[src/rtl/cla_pkg.sv]
// Shared types for the CLA generate/propagate front-end.
// Optional macro CLA_PG_GROUP_EN adds 4-bit group generate/propagate fields.
package cla_pkg;

  localparam int unsigned CLA_WIDTH  = 8;
  localparam int unsigned CLA_GROUPS = CLA_WIDTH / 4;

  typedef enum logic [1:0] {
    EMPTY = 2'd0,
    ONE   = 2'd1,
    TWO   = 2'd2
  } buf_state_t;

  typedef struct packed {
    logic [CLA_WIDTH-1:0]  g;
    logic [CLA_WIDTH-1:0]  p;
    logic                  c0;
`ifdef CLA_PG_GROUP_EN
    logic [CLA_GROUPS-1:0] gg;
    logic [CLA_GROUPS-1:0] gp;
`endif
  } pg_entry_t;

  // Nibble lookahead: returns {group generate, group propagate}.
  function automatic logic [1:0] group_gp(input logic [3:0] g4, input logic [3:0] p4);
    logic ggen;
    logic gprop;
    ggen  = g4[3]
          | (p4[3] & g4[2])
          | (p4[3] & p4[2] & g4[1])
          | (p4[3] & p4[2] & p4[1] & g4[0]);
    gprop = &p4;
    return {ggen, gprop};
  endfunction

endpackage

[src/rtl/cla_pg_skid_buf.sv]
// Two-entry FIFO output buffer for g/p/c0 entries.
// in_ready_o depends only on registered state; head entry always drives out_entry_o.
module cla_pg_skid_buf
  import cla_pkg::*;
#(
  parameter type entry_t = pg_entry_t
) (
  input  logic   clk_i,
  input  logic   rst_i,
  input  logic   in_valid_i,
  output logic   in_ready_o,
  input  entry_t in_entry_i,
  output logic   out_valid_o,
  input  logic   out_ready_i,
  output entry_t out_entry_o
);

  buf_state_t state_q, state_d;
  entry_t     head_q, head_d;
  entry_t     tail_q, tail_d;
  logic       in_xfer;
  logic       out_xfer;

  assign in_ready_o  = (state_q != TWO);
  assign out_valid_o = (state_q != EMPTY);
  assign out_entry_o = head_q;

  assign in_xfer  = in_valid_i & in_ready_o;
  assign out_xfer = out_ready_i & out_valid_o;

  // Next-state and entry movement for the EMPTY/ONE/TWO occupancy FSM.
  always_comb begin
    state_d = state_q;
    head_d  = head_q;
    tail_d  = tail_q;
    case (state_q)
      EMPTY: begin
        if (in_xfer) begin
          head_d  = in_entry_i;
          state_d = ONE;
        end
      end
      ONE: begin
        if (in_xfer && out_xfer) begin
          head_d  = in_entry_i;
        end else if (in_xfer) begin
          tail_d  = in_entry_i;
          state_d = TWO;
        end else if (out_xfer) begin
          state_d = EMPTY;
        end
      end
      TWO: begin
        if (out_xfer) begin
          head_d  = tail_q;
          state_d = ONE;
        end
      end
      default: begin
        state_d = EMPTY;
      end
    endcase
  end

  // State and entry registers; reset discards everything buffered.
  always_ff @(posedge clk_i) begin
    if (rst_i) begin
      state_q <= EMPTY;
      head_q  <= '0;
      tail_q  <= '0;
    end else begin
      state_q <= state_d;
      head_q  <= head_d;
      tail_q  <= tail_d;
    end
  end

endmodule

[src/rtl/cla_pg_stage.sv]
// Registered generate/propagate front-end of the CLA datapath.
// Optional macro CLA_PG_GROUP_EN adds nibble group outputs gg/gp.
module cla_pg_stage
  import cla_pkg::*;
#(
  parameter int unsigned WIDTH = CLA_WIDTH
) (
  input  logic               clk,
  input  logic               rst,
  input  logic               in_valid,
  output logic               in_ready,
  input  logic [WIDTH-1:0]   a,
  input  logic [WIDTH-1:0]   b,
  input  logic               carry_in,
  input  logic               sub,
  output logic               out_valid,
  input  logic               out_ready,
  output logic [WIDTH-1:0]   g,
  output logic [WIDTH-1:0]   p,
`ifdef CLA_PG_GROUP_EN
  output logic [WIDTH/4-1:0] gg,
  output logic [WIDTH/4-1:0] gp,
`endif
  output logic               c0
);

  if (WIDTH % 4 != 0) begin : g_bad_width
    $error("cla_pg_stage: WIDTH must be a multiple of 4");
  end

  // Local entry type so WIDTH overrides other than CLA_WIDTH still fit.
  typedef struct packed {
    logic [WIDTH-1:0]   g;
    logic [WIDTH-1:0]   p;
    logic               c0;
`ifdef CLA_PG_GROUP_EN
    logic [WIDTH/4-1:0] gg;
    logic [WIDTH/4-1:0] gp;
`endif
  } stage_entry_t;

  stage_entry_t     entry_n;
  stage_entry_t     head;
  logic [WIDTH-1:0] b_eff;

  // Combinational pg front: optional b inversion, per-bit g/p, carry into bit 0.
  always_comb begin
    entry_n    = '0;
    b_eff      = sub ? ~b : b;
    entry_n.g  = a & b_eff;
    entry_n.p  = a ^ b_eff;
    entry_n.c0 = carry_in ^ sub;
`ifdef CLA_PG_GROUP_EN
    for (int unsigned k = 0; k < WIDTH / 4; k++) begin
      {entry_n.gg[k], entry_n.gp[k]} = group_gp(entry_n.g[4*k +: 4], entry_n.p[4*k +: 4]);
    end
`endif
  end

  cla_pg_skid_buf #(
    .entry_t (stage_entry_t)
  ) u_buf (
    .clk_i       (clk),
    .rst_i       (rst),
    .in_valid_i  (in_valid),
    .in_ready_o  (in_ready),
    .in_entry_i  (entry_n),
    .out_valid_o (out_valid),
    .out_ready_i (out_ready),
    .out_entry_o (head)
  );

  assign g  = head.g;
  assign p  = head.p;
  assign c0 = head.c0;
`ifdef CLA_PG_GROUP_EN
  assign gg = head.gg;
  assign gp = head.gp;
`endif

endmodule

[config.mk]
export PLATFORM = sky130hd
export DESIGN_NAME = cla_pg_stage
export DESIGN_NICKNAME = d
export VERILOG_FILES = /design/src/rtl/cla_pkg.sv /design/src/rtl/cla_pg_skid_buf.sv /design/src/rtl/cla_pg_stage.sv
export SDC_FILE = /design/constraint.sdc
export NUM_CORES = 1
export LEC_CHECK = 0
export CAP_MARGIN = 20
export CORE_ASPECT_RATIO = 1.1
export CORE_UTILIZATION = 50
export CTS_CLUSTER_DIAMETER = 80
export DETAILED_ROUTE_END_ITERATION = 10
export PLACE_DENSITY = 0.79
export REMOVE_ABC_BUFFERS = 1
export SLEW_MARGIN = 40
export SYNTH_ARGS = -nofsm -noshare
export SYNTH_HDL_FRONTEND = slang
export SYNTH_SLANG_ARGS = --single-unit
[constraint.sdc]
create_clock -name clk -period 1.8 [get_ports clk]
set_clock_uncertainty 0.15 [all_clocks]
set_input_delay 0.27 -clock clk [delete_from_list [all_inputs] [get_ports clk]]
set_output_delay 0.27 -clock clk [all_outputs]
set_load 0.05 [all_outputs]
==> impl_metrics.yaml <==
worst_setup_path:
  critPathLaunchType: "register"
  path_max_fanout: 7
  endpoint_kind: "primary output"
  cp_data_arrival_time_ns: 1.24
  crit_family: "buffers and inverters"
  max_stage_delay_ns: 0.40
  worstSetupPathType: "register to primary output"
  required_ns: 1.38
  worstPathCellList: "buf_4 -> nand2b_1 -> buf_6 -> buf_12"
  cpMaxStageDelayCell: "dfxtp_4"
  worstPathBufferInverterCount: 3
power_and_ir_drop:
  p_per_area_nw_per_um2: 850
  vdd_ir_drop_max_uv: 630
  p_leak_uw: 0.00105
final_layout:
  design_area_um2: 2440
  fin_util_pct: 71.4
  layout_common_cells: "39 x buf_4, 34 x nand2_1, 34 x dfxtp_1"
  antenna_cells: 0
  layout_commonest_cell: "buf_4"
  drive_gt1_share_pct: 27.3
  syn2layout_area_growth_pct: 34.0
  fin_nets: 271
placed_design:
  post-place-ws_ns: -0.170
  io_buffers: 40
  hpwl_um: 3270
  globalplace.congestion: 0.843
  postPlaceCellArea_um2: 2340
logic_synthesis:
  synth_seq_cells: 36
  ys_seq_area_share_pct: 39.6
  synth_area_leader_cell: "dfxtp_1"
  syn_avg_cell_area_um2: 9.68
  synth_top_cells_by_area: "dfxtp_1 40%, a211oi_1 9.9%, mux2i_1 9.4%"
  synth_area_um2: 1820
  synthCells: 188
  synth_cell_types: 28
  yosysWarnings: 0
  synthDominantCellAreaShare_pct: 39.6
global_routing:
  grt_pass1_vias: 1637
  grt.total_usage_pct: 25.1
  overflow: 0
  grt_max_degree: 17
  grt_pass1_wl_um: 7330
  antenna_found_initial: 0
status:
  status: "complete, no violations"
floorplanning:
  dieArea_um2: 3880
  rows: 22
  coreArea_um2: 3410
  ioPinCount: 41
  die_x_um: 59.5
  die_y_um: 65.3
  start_util_pct: 53.3
detailed_routing:
  drtIter0Drc: 42
  antenna_left: 0
  firstDrtPassIters: 4
  vias: 1590
  drt-total-wl_um: 4300
  wl_per_cell_um: 14.8
  routed_via_density: 5.48
  drcViolationCount: 0
sta:
  hold_viol: 0
  whs_ns: 0.313
  max_freq_ghz: 0.603
  rsz0062_at_grt: "false"
  tightestPinTransition_ns: 0.456
  setup_ws_ns: 0.143
  maxSlewHeadroom_pct: 69.5
  post-route-min-period_ns: 1.66
  slew_violations: 0
  setup_viol_count_final: 0
  period_share_pct: 92.1
  tns_ns: 0
clock_tree:
  clk_pin_slew_ns: 0.11
  cts_root_buf: "clkbuf_4"
  cts_buffer_depth: 2
  cts_buffers: 5
  cts_tree: "built"
  clkSinkCount: 36
  htreeDepth: 2
  insertion_delay_ns: 0.35
run:
  maxCapViolCount: 0
min_path:
  min_path_type: "register to register"
[timing repair]
item	CTS	global route
gates resized for setup	2	2
buffers inserted	0	1
hold buffers	0	0
setup endpoints to repair	1	1
[report_power, final]
group	internal [µW]	switching, µW
registers	851	37.6
clock network	291	279
logic	257	355
[path summary, 6_finish.rpt]
check	to	startpoint	slack, ns	depth (start not counted)
worst min register to register	u_buf.tail_q[13]	u_buf.tail_q[13]	0.31	2
worst max register to register	u_buf.tail_q[11]	u_buf.state_q[1]	0.23	5
worst max-delay path	in_ready	u_buf.state_q[1]	0.14	4
worst min-delay path	u_buf.tail_q[13]	u_buf.tail_q[13]	0.31	2
[sequential cells by signal, indices dropped and copies added (netlist names)]
register,count
u_buf.out_entry_o,17
u_buf.tail_q,17
u_buf.state_q,2
[routing by layer]
metal,vias to the layer above,share of wire [%],track usage (%)
met1,753,43,29.8
met5,-,0,0
met2,47,51,43.1
li1,786,-,-
met3,4,5.4,7.09
met4,0,0.63,8.14
[metrics by stage]
step | instances | total power, µW
3_3_place_gp | 281 | 1500
6_report | 290 | 2070
2_1_floorplan | 170 | 1260
5_1_grt | 290 | 2160
3_5_place_dp | 281 | 1520
4_1_cts | 289 | 2080
[worst min-delay path, cell delays in order, from the launching register on]
cell,delay [ns]
dfxtp_1,0.32
nand2_1,0.05
a21oi_1,0.05
[cell usage after synthesis]
library cell / instances
clkbuf_1: 7
a211o_1: 1
ha_1: 8
a211oi_1: 24
a21oi_1: 17
xnor2_1: 1
nand4bb_1: 1
mux2_4: 1
and3b_1: 1
nand2b_1: 2
xor2_1: 8
buf_12: 1
nand3b_1: 1
buf_1: 1
a211oi_2: 10
or3b_2: 1
buf_2: 5
clkinv_1: 1
nor3b_1: 1
dfxtp_1: 36
buf_4: 2
or2_2: 1
buf_6: 2
a21o_1: 2
nand2_1: 34
nor2_1: 1
nor4bb_1: 1
mux2i_1: 17
[final cells by class]
| cell class | instances | area (µm²) |
|---|---|---|
| clock inverter | 2 | 35.0 |
| clock buffer | 6 | 41.3 |
| tap | 48 | 60.1 |
| fill | 286 | 976 |
| multi-input combinational | 133 | 997 |
| sequential | 36 | 726 |
| timing repair buffer | 64 | 574 |
| inverter | 1 | 3.75 |
[logic make-up (layout without fill, tap and decap cells)]
group / count (synthesis) / after routing / share of synthesized area, %
adders and majority gates: 8 / 8 / 5.50
buffers and inverters: 19 / 73 / 6.40
xor gates and xnor gates: 9 / 9 / 4.33
AOI/OAI and AO/OA: 54 / 54 / 22.8
DFF: 36 / 36 / 39.6
muxes: 18 / 18 / 10.2
and+or+nand+nor: 44 / 44 / 11.2
(Power assumes the default switching activity.)
